File: config.mk
export PLATFORM = sky130hd
export DESIGN_NAME = wb_port_arbiter
export DESIGN_NICKNAME = d
export VERILOG_FILES = /design/src/rtl/wb_port_arbiter.sv
export SDC_FILE = /design/constraint.sdc
export NUM_CORES = 1
export LEC_CHECK = 0
export CAP_MARGIN = 15
export CELL_PAD_IN_SITES_DETAIL_PLACEMENT = 1
export CELL_PAD_IN_SITES_GLOBAL_PLACEMENT = 1
export CORE_ASPECT_RATIO = 2
export CORE_MARGIN = 2
export CORE_UTILIZATION = 27
export DETAILED_ROUTE_END_ITERATION = 6
export HOLD_SLACK_MARGIN = 0.1
export PLACE_DENSITY_LB_ADDON = 0.08
export SYNTH_ARGS = -nofsm -noshare
export SYNTH_HDL_FRONTEND = slang
export SYNTH_SLANG_ARGS = --single-unit
File: constraint.sdc
create_clock -name clk -period 3.8 [get_ports clk]
set_clock_uncertainty 0.1 [all_clocks]
set_input_delay 0.57 -clock clk [delete_from_list [all_inputs] [get_ports clk]]
set_output_delay 0.57 -clock clk [all_outputs]
set_load 0.01 [all_outputs]
File: src/rtl/wb_port_arbiter.sv
// wb_port_arbiter: shares the register-file write port between pipeline write-back and a late-result FIFO
// Ports: clk/rst (sync, active-high); pipe_wb_* in, pipe_stall out (comb);
//        late_* in, late_ready out (comb); rf_we/rf_waddr/rf_wdata and late_pending out (registered)
module wb_port_arbiter #(
  parameter int DEPTH        = 2,
  parameter int STARVE_LIMIT = 4
) (
  input  logic        clk,
  input  logic        rst,
  input  logic        pipe_wb_valid,
  input  logic [4:0]  pipe_wb_rd,
  input  logic [31:0] pipe_wb_data,
  output logic        pipe_stall,
  input  logic        late_valid,
  input  logic [4:0]  late_rd,
  input  logic [31:0] late_data,
  output logic        late_ready,
  output logic        rf_we,
  output logic [4:0]  rf_waddr,
  output logic [31:0] rf_wdata,
  output logic [31:0] late_pending
);
  localparam int PW = DEPTH > 1 ? $clog2(DEPTH) : 1;
  localparam int SW = $clog2(STARVE_LIMIT + 1);
  logic [4:0]       q_rd   [DEPTH];
  logic [31:0]      q_data [DEPTH];
  logic [DEPTH-1:0] vld;
  logic [PW-1:0]    wp, rp;
  logic [SW-1:0]    starve;
  logic             empty, fifo_gnt, pipe_gnt, gnt, push;
  logic [4:0]       g_rd;
  logic [31:0]      g_data, pend_n;
  function automatic logic [PW-1:0] nxt(input logic [PW-1:0] p);
    return p == PW'(DEPTH - 1) ? '0 : p + 1'b1;
  endfunction
  // per-slot valid bits make full/empty direct reductions
  assign empty      = ~|vld;
  assign late_ready = ~&vld;
  assign fifo_gnt   = !empty && (starve == SW'(STARVE_LIMIT) || !pipe_wb_valid);
  assign pipe_gnt   = pipe_wb_valid && !fifo_gnt;
  assign pipe_stall = pipe_wb_valid && fifo_gnt;
  assign gnt        = fifo_gnt || pipe_gnt;
  assign push       = late_valid && late_ready;
  assign g_rd       = fifo_gnt ? q_rd[rp] : pipe_wb_rd;
  assign g_data     = fifo_gnt ? q_data[rp] : pipe_wb_data;
  // a push never lands on a live slot, so push and pop-of-head are independent per slot
  always_comb begin
    pend_n = '0;
    for (int i = 0; i < DEPTH; i++) begin
      if (push && wp == PW'(i)) pend_n[late_rd] = 1'b1;
      else if (vld[i] && !(fifo_gnt && rp == PW'(i))) pend_n[q_rd[i]] = 1'b1;
    end
    pend_n[0] = 1'b0;
  end
  always_ff @(posedge clk) begin
    if (push) begin
      q_rd[wp]   <= late_rd;
      q_data[wp] <= late_data;
    end
  end
  always_ff @(posedge clk) begin
    if (rst) begin
      vld          <= '0;
      wp           <= '0;
      rp           <= '0;
      starve       <= '0;
      rf_we        <= 1'b0;
      rf_waddr     <= '0;
      rf_wdata     <= '0;
      late_pending <= '0;
    end else begin
      for (int i = 0; i < DEPTH; i++)
        vld[i] <= (push && wp == PW'(i)) ? 1'b1 : (fifo_gnt && rp == PW'(i)) ? 1'b0 : vld[i];
      wp           <= push ? nxt(wp) : wp;
      rp           <= fifo_gnt ? nxt(rp) : rp;
      starve       <= (empty || fifo_gnt) ? '0 : starve == SW'(STARVE_LIMIT) ? starve : starve + 1'b1;
      rf_we        <= gnt && g_rd != 5'd0;
      rf_waddr     <= gnt ? g_rd : rf_waddr;
      rf_wdata     <= gnt ? g_data : rf_wdata;
      late_pending <= pend_n;
    end
  end
endmodule

Yosys cells after proc, flatten, opt, wreduce, memory -nomap -nowiden
Memory sizes are Yosys's and may differ from the RTL's. A register that Yosys moved wholly into a read port is not among the register bits. Index checks and enable logic that the tools add are counted.

Bits in registers: 77. RAM bits: 74. Input port bits: 78. Output and inout port bits: 72. Logic and storage cells: 79. Memories: 2.

Memory list: q_data (depth 2, bits a word 32, rd ports 1, clocked after Yosys merged registers in 1, write ports 1, line 26) `logic [31:0] q_data [DEPTH];`; q_rd (depth 2, bits a word 5, rd ports 3, clocked after Yosys merged registers in 1, write ports 1, line 25) `logic [4:0] q_rd [DEPTH];`.

Add/subtract/negate cells: 3. Magnitude comparators: 6. Equal/unequal tests: 1. Muxes and demuxes: 24. Bitwise gates (word level): 4. Reduce and logical (&&, ||, !) cells: 29.

Operators with widths (count): two-way mux 32 bit (5); bitwise OR 32 bit (2); < comparator 5 x 6 -> 1 bit, second input constant (3); demux 1 bit (select 5 bit) (3); greater-or-equal comparator 5 x 1 -> 1 bit, second input constant (3); two-way mux 1 bit (15); logical AND 1 bit (14); logical NOT 1 bit (6); two-way mux 5 bit (1); nonzero test 5 bit (1); nonzero test 2 bit (2); OR reduction 2 bit (2); adder 3 x 1 -> 3 bit, second input constant (1); equality test 3 bit, second input constant (1); logical OR 1 bit (3); adder 1 bit, second input constant (2); inverter 1 bit (2); AND reduction 2 bit (1).

Logic depth before layout (Yosys ltp)
Gate-level depths: netlist of run 1.

Word-level depth: 11. Mapped depth: 11.

Worst setup path after synthesis of run 1
No wires, ideal clock.

Path type: input to register. From: in late_valid. To: mem q_data[1][0] (enable). Library setup time: 0.433 ns. Arrival time: 2.498 ns. Setup slack: 0.769 ns. Cell stages on the path: 3. Cell sequence: a21bo_1 -> buf_6 -> nor2_1.

Word-level cells in the longest chain between the ends: 3.

Ends and longest elaborated chain: start, declared (line 14) `input logic late_valid,`; logical AND 1 bit (line 43) `assign push = late_valid && late_ready;`; two-way mux 1 bit (line 56) `if (push) begin`; two-way mux 1 bit (implied by the code) (line 58) `q_data[wp] <= late_data;`; end, declared (line 26).

No other way between the ends.

Worst setup path in the final report of run 1
From: reg vld[0]. To: out pipe_stall.

Word-level cells in the longest chain between the ends: 3.

Ends and longest elaborated chain: start, declared (line 27) `logic [DEPTH-1:0] vld;`; start signal, assigned by index (line 73) `vld[i] <= (push && wp == PW'(i)) ? 1'b1 : (fifo_gnt && rp == PW'(i)) ? 1'b0 : vld[i];`; OR reduction 2 bit (line 37) `assign empty = ~|vld;`; logical AND 1 bit (line 39) `assign fifo_gnt = !empty && (starve == SW'(STARVE_LIMIT) || !pipe_wb_valid);`; logical AND 1 bit (line 41) `assign pipe_stall = pipe_wb_valid && fifo_gnt;`; end, declared (line 13) `output logic pipe_stall,`.

No other way between the ends.

==> results of run 1 <==
==> where the power goes <==
| group | internal, mW | total, mW | leakage (nW) | switching (mW) |
|---|---|---|---|---|
| combinational | 0.253 | 0.564 | 1.27 | 0.310 |
| clock | 0.982 | 1.66 | 0.293 | 0.674 |
| sequential | 1.81 | 1.86 | 1.33 | 0.0539 |
==> routing by layer <==
layer  part of all wire, %  GRT usage (%)
met1                    33           16.1
met2                    61           36.0
met3                   3.3           3.91
met4                   3.3           8.26
met5                     0              0
==> path summary, 6_finish.rpt <==
| path | startpoint | to | slack (ns) | cells past startpoint |
|---|---|---|---|---|
| hold reg to reg | rf_wdata[9] | rf_wdata[9] | 0.35 | 2 |
| setup reg to reg | starve[0] | late_pending[23] | 1.49 | 8 |
| hold / removal | rf_wdata[9] | rf_wdata[9] | 0.35 | 2 |
| setup / recovery | vld[0] | pipe_stall | 0.71 | 3 |
==> sequential cells by signal, summed over array words and instances, names as in the netlist, named ones only <==
| signal | flops |
|---|---|
| starve | 3 |
| vld | 2 |
| rf_wdata | 32 |
| q_rd | 10 |
| rf_we | 1 |
| q_data | 64 |
| wp | 1 |
| late_pending | 31 |
| rp | 1 |
| rf_waddr | 5 |
==> metrics by stage <==
step	std cells	power (mW)	area [um^2]	util [%]	hold WS, ns
floorplan	563	2.18	6570	-	0.346
global placement	964	2.46	8260	34.5	0.333
detailed placement	964	2.47	8260	34.5	0.338
CTS	996	4.16	8840	36.9	0.354
global route	998	4.25	8840	37.0	0.376
finish	998	4.08	8840	37.0	0.347
==> final cells by class <==
type	count	area share, %
diodes	2	0.0566
multi-input cells	353	28.1
clock buffers	25	6.10
repair buffers	166	18.4
inverters	7	0.297
clock inverters	7	0.425
well taps	287	4.06
flip-flops and latches	151	42.6
==> critical path, cell delays in order (launching register included) <==
cell             delay [ns]
dfxtp_1                0.66
or2_2                  0.55
and3_1                 0.24
clkdlybuf4s50_1        0.54
==> cells by family after synthesis <==
group,after synthesis,synth area share [%]
other,1,0.0571
AO/OA/AOI/OAI,159,19.8
adder cells (fa/ha/maj),4,0.762
XOR/XNOR,1,0.133
AND/OR/NAND/NOR,186,16.3
buffers and inverters,59,5.33
multiplexers,2,0.343
flip-flops,151,57.3
==> cell usage in the layout (no fill, tap or decap), drive strengths merged, types with 2 or more instances in the layout <==
cell type        n
o221ai          28
buf             18
o31ai           37
a2111oi         35
inv              9
nor4bb           3
nand4           10
a211oi           3
nor2            10
o21ai            4
diode            2
or4              2
nor2b           41
a21bo            2
clkinv           5
clkbuf          25
a31oi            2
nor4             4
ha               4
nor3b            4
a21boi           2
mux2             2
dfxtp           77
edfxtp          74
or3              3
o211ai           3
and2             4
nand2           54
nor3             4
nand3           32
nor4b            4
o2111ai          2
a21oi           40
clkdlybuf4s50  148
==> qor.yml, run 1 <==
status: "completed"
syn-cell-area_mm2: 0.00657
synthToLayoutAreaGrowth_pct: 34.6
rsz0062_at_grt: "no"
antenna_found_initial: 2
grt_max_degree: 42
nFillCells: 2606
clk_pin_slew_ns: 0.06
synth_top_area_share_pct: 33.8
synth_ff_type: "dfxtp_1"
yosys_warnings: 0
cts_hold_buf: 0
gp_congestion: 0.831
cap_violations: 0
max_freq_mhz: 323
vias_per_cell: 5.21
grtUsageTotal_pct: 17.8
finalWorstSetupSlack_ns: 0.707
peakVddDrop_mv: 0.275
hold_path_class: "reg2reg"
grt_pass1_wl_um: 33300
synth_edf_count: 74
p_leak_nw: 2.89
relSlewSlack_pct: 32.5
grt_overflow: 0
crit_type: "reg2out"
grt_pass1_vias: 5651
finalSetupTns_ns: 0
drtIter0Drc: 138
htree_levels: 4
dp_slack_ns: 0.835
synth_most_common_cell: "dfxtp_1"
crit_fanout: 20
syn_inst: 563
critPathRequiredTime_ns: 3.13
cp-end-kind: "output port"
cts_made_buffers: 17
num_rows: 80
worstMarginPinSlew_ns: 1.01
synth_area_leaders: "edfxtp_1 (34%), dfxtp_1 (23%), nor2b_1 (3.9%), a2111oi_0 (3.9%), o221ai_1 (3.7%)"
cts_setup_buffers: 0
wl_per_cell_um: 22.6
critPathArrivalTime_ns: 2.42
regArea_mm2: 0.00376
ys_seq_area_share_pct: 57.3
clock-sinks: 151
drc: 0
cts_max_path_buffers: 2
die_width_um: 114
ant_nets: 0
hold_viol: 0
setup_viol: 0
ys_async_sr_fraction_pct: 0
cts-resized-gates: 0
design.core.area_mm2: 0.0239
io_buffers: 148
cp-start-kind: "register"
drv_slew: 0
ys_top_cells_by_count: "dfxtp_1 (77), edfxtp_1 (74), nand2_1 (54)"
initial_utilization_pct: 27.5
drive_above_1_share_pct: 12.4
routed_wl_um: 22500
root_buffer: "clkbuf_16"
io-pin-count: 150
clock_latency_ns: 0.43
pwr_density_cell_mw_per_mm2: 462
dp_hpwl_um: 16400
cts_tree: "yes"
synth-seq-cells: 151
syn_nets: 645
min_period_ns: 3.09
synth.distinct_cells: 57
die_h_um: 225
die-area_mm2: 0.0257
synth_area_leader_cell: "edfxtp_1"
vias: 5199
num-nets-final: 778
period_share_pct: 81.4
multi_input_area_mm2: 0.00248
dr.pass1.iters: 4
syn_area_per_cell_um2: 11.7
(Power assumes the default switching activity.)
==> run 2, diff against run 1 <==
- clock period: 3.8 -> 3.22 ns (I/O delays scaled with it)
==> run 2 against run 1 <==
Compared with the run above: wire length up 1.1%; critical path depth unchanged; cell count up 0.10%; first-iteration DRC count up 20%; non-clock buffer count up 1; die area unchanged; register-to-register slack worse by 0.63 ns; count of clock-buffer cells in the layout down 8; sequential power up 18%; combinational power up 18%; via count up 0.21%; setup slack worse by 0.13 ns.
==> qor.yml, run 2 (synthesis gave the netlist of run 1 again) <==
max_freq_mhz: 378
die-area_mm2: 0.0257  # unchanged
cts_tree: "yes"
hold_viol: 0  # unchanged
regArea_mm2: 0.00376  # unchanged
critPathArrivalTime_ns: 2.06  # -0.36 ns
clock-sinks: 151  # unchanged
multi_input_area_mm2: 0.00248  # unchanged
htree_levels: 4  # unchanged
cts_setup_buffers: 0  # unchanged
nFillCells: 2609  # +0.12%
root_buffer: "clkbuf_16"
ant_nets: 0  # unchanged
layout_common_cells: "clkdlybuf4s50_1 (148), dfxtp_1 (76), edfxtp_1 (74), nand2_1 (54), nor2b_1 (41)"
drive_above_1_share_pct: 12.5  # +0.12 points
status: "completed"
p_clk_share_pct: 43.2  # +2.6 points
p_leak_nw: 2.92  # +0.89%
clk_pin_slew_ns: 0.06  # about the same
num_rows: 80  # unchanged
clock_latency_ns: 0.43  # about the same
pwr_density_cell_mw_per_mm2: 566  # +23%
cts_max_path_buffers: 2  # unchanged
vias: 5210  # +0.21%
grt_max_degree: 42  # unchanged
finalWorstSetupSlack_ns: 0.577  # -0.130 ns
p_sw_share_pct: 24.7  # -0.68 points
p_comb_share_pct: 13.2  # -0.6 points
io-pin-count: 150  # unchanged
grt_overflow: 0  # unchanged
design.core.area_mm2: 0.0239  # unchanged
min_period_ns: 2.64
grt_pass1_wl_um: 34600  # +3.8%
setup_viol: 0  # unchanged
switching_power_mw: 1.25  # +20%
relSlewSlack_pct: 34.1  # +1.5 points
grt_pass1_vias: 5786  # +2.4%
cts_made_buffers: 17  # unchanged
grtUsageTotal_pct: 18.3  # +0.51 points
dp_slack_ns: 0.563  # -0.272 ns
cap_violations: 0  # unchanged
largest_reg_flops: 64  # unchanged
cts_hold_buf: 0  # unchanged
seqPwrFrac_pct: 43.6  # -2.0 points
synthToLayoutAreaGrowth_pct: 36.0
timing.rr.start: "starve[0]"
crit_type: "reg2out"
dr.pass1.iters: 5  # +1
die_h_um: 225  # unchanged
crit_start: "vld[0]"
drv_slew: 0  # unchanged
layout_commonest_cell: "clkdlybuf4s50_1"
period_share_pct: 82.1
num-nets-final: 779  # +0.13%
worstMarginPinSlew_ns: 0.989  # -0.0228 ns
routed_wl_um: 22800  # +1.1%
internal_power_mw: 3.80  # +25%
drc: 0  # unchanged
wl_per_cell_um: 22.8  # +1.0%
antenna_found_initial: 2  # unchanged
regMostFlops: "q_data"
drtIter0Drc: 166  # +20%
die_width_um: 114  # unchanged
top_regs: "q_data x64, rf_wdata x32, late_pending x31"
finalSetupTns_ns: 0  # unchanged
gp_congestion: 0.823  # -0.99%
crit_fanout: 11  # -45%
hold_path_class: "reg2reg"
hold_start: "rf_wdata[9]"
cts-resized-gates: 0  # unchanged
vias_per_cell: 5.22  # +0.11%
dp_hpwl_um: 16300  # -0.49%
io_buffers: 148  # unchanged
cp-end-kind: "output port"
cp-start-kind: "register"
peakVddDrop_mv: 0.319  # +16%
initial_utilization_pct: 27.5  # unchanged
critPathRequiredTime_ns: 2.64  # -0.49 ns
rsz0062_at_grt: "no"
==> run 2: cell type report <==
type / instances / share of cell area (%)
Sequential cell: 151 / 42.1
Multi-Input combinational cell: 353 / 27.8
Timing Repair Buffer: 167 / 18.6
Clock buffer: 17 / 4.76
Tap cell: 287 / 4.02
Clock inverter: 15 / 2.34
Inverter: 7 / 0.294
Antenna cell: 2 / 0.0560
==> run 2: per-stage QoR <==
| step | cells | util, % | total power [mW] | instance area (um^2) | hold slack [ns] |
|---|---|---|---|---|---|
| 5_1_grt | 999 | 37.3 | 5.26 | 8930 | 0.375 |
| 4_1_cts | 997 | 37.3 | 5.14 | 8930 | 0.354 |
| 3_3_place_gp | 965 | 34.7 | 2.91 | 8290 | 0.332 |
| 2_1_floorplan | 563 | - | 2.57 | 6570 | 0.346 |
| 3_5_place_dp | 965 | 34.7 | 2.93 | 8290 | 0.339 |
| 6_report | 999 | 37.3 | 5.05 | 8930 | 0.349 |
==> run 2: power groups by stage <==
stage	logic, mW	registers, mW	clock network (mW)
2_1_floorplan	0.334	2.24	0
3_3_place_gp	0.667	2.24	0
6_report	0.668	2.20	2.18
3_5_place_dp	0.681	2.25	0
5_1_grt	0.725	2.22	2.32
4_1_cts	0.684	2.20	2.25
==> run 2: metal layers <==
metal	global-route usage (%)	routed length, um	vias to the layer above
li1	-	-	2441
met1	17.0	7710	2588
met2	35.9	13400	134
met3	4.15	759	47
met4	9.44	921	0
met5	0	0	-
==> run 2: worst max-delay path: stages (launching register included) <==
cell	delay (ns)
dfxtp_1	0.70
or2_2	0.22
and3_1	0.15
clkdlybuf4s50_1	0.55
==> run 2: final timing paths <==
check                          to  slack [ns]  cells past startpoint
setup / recovery       pipe_stall        0.58                      3
hold reg to reg       rf_wdata[9]        0.35                      2
setup reg to reg  late_pending[6]        0.86                      9
hold / removal        rf_wdata[9]        0.35                      2
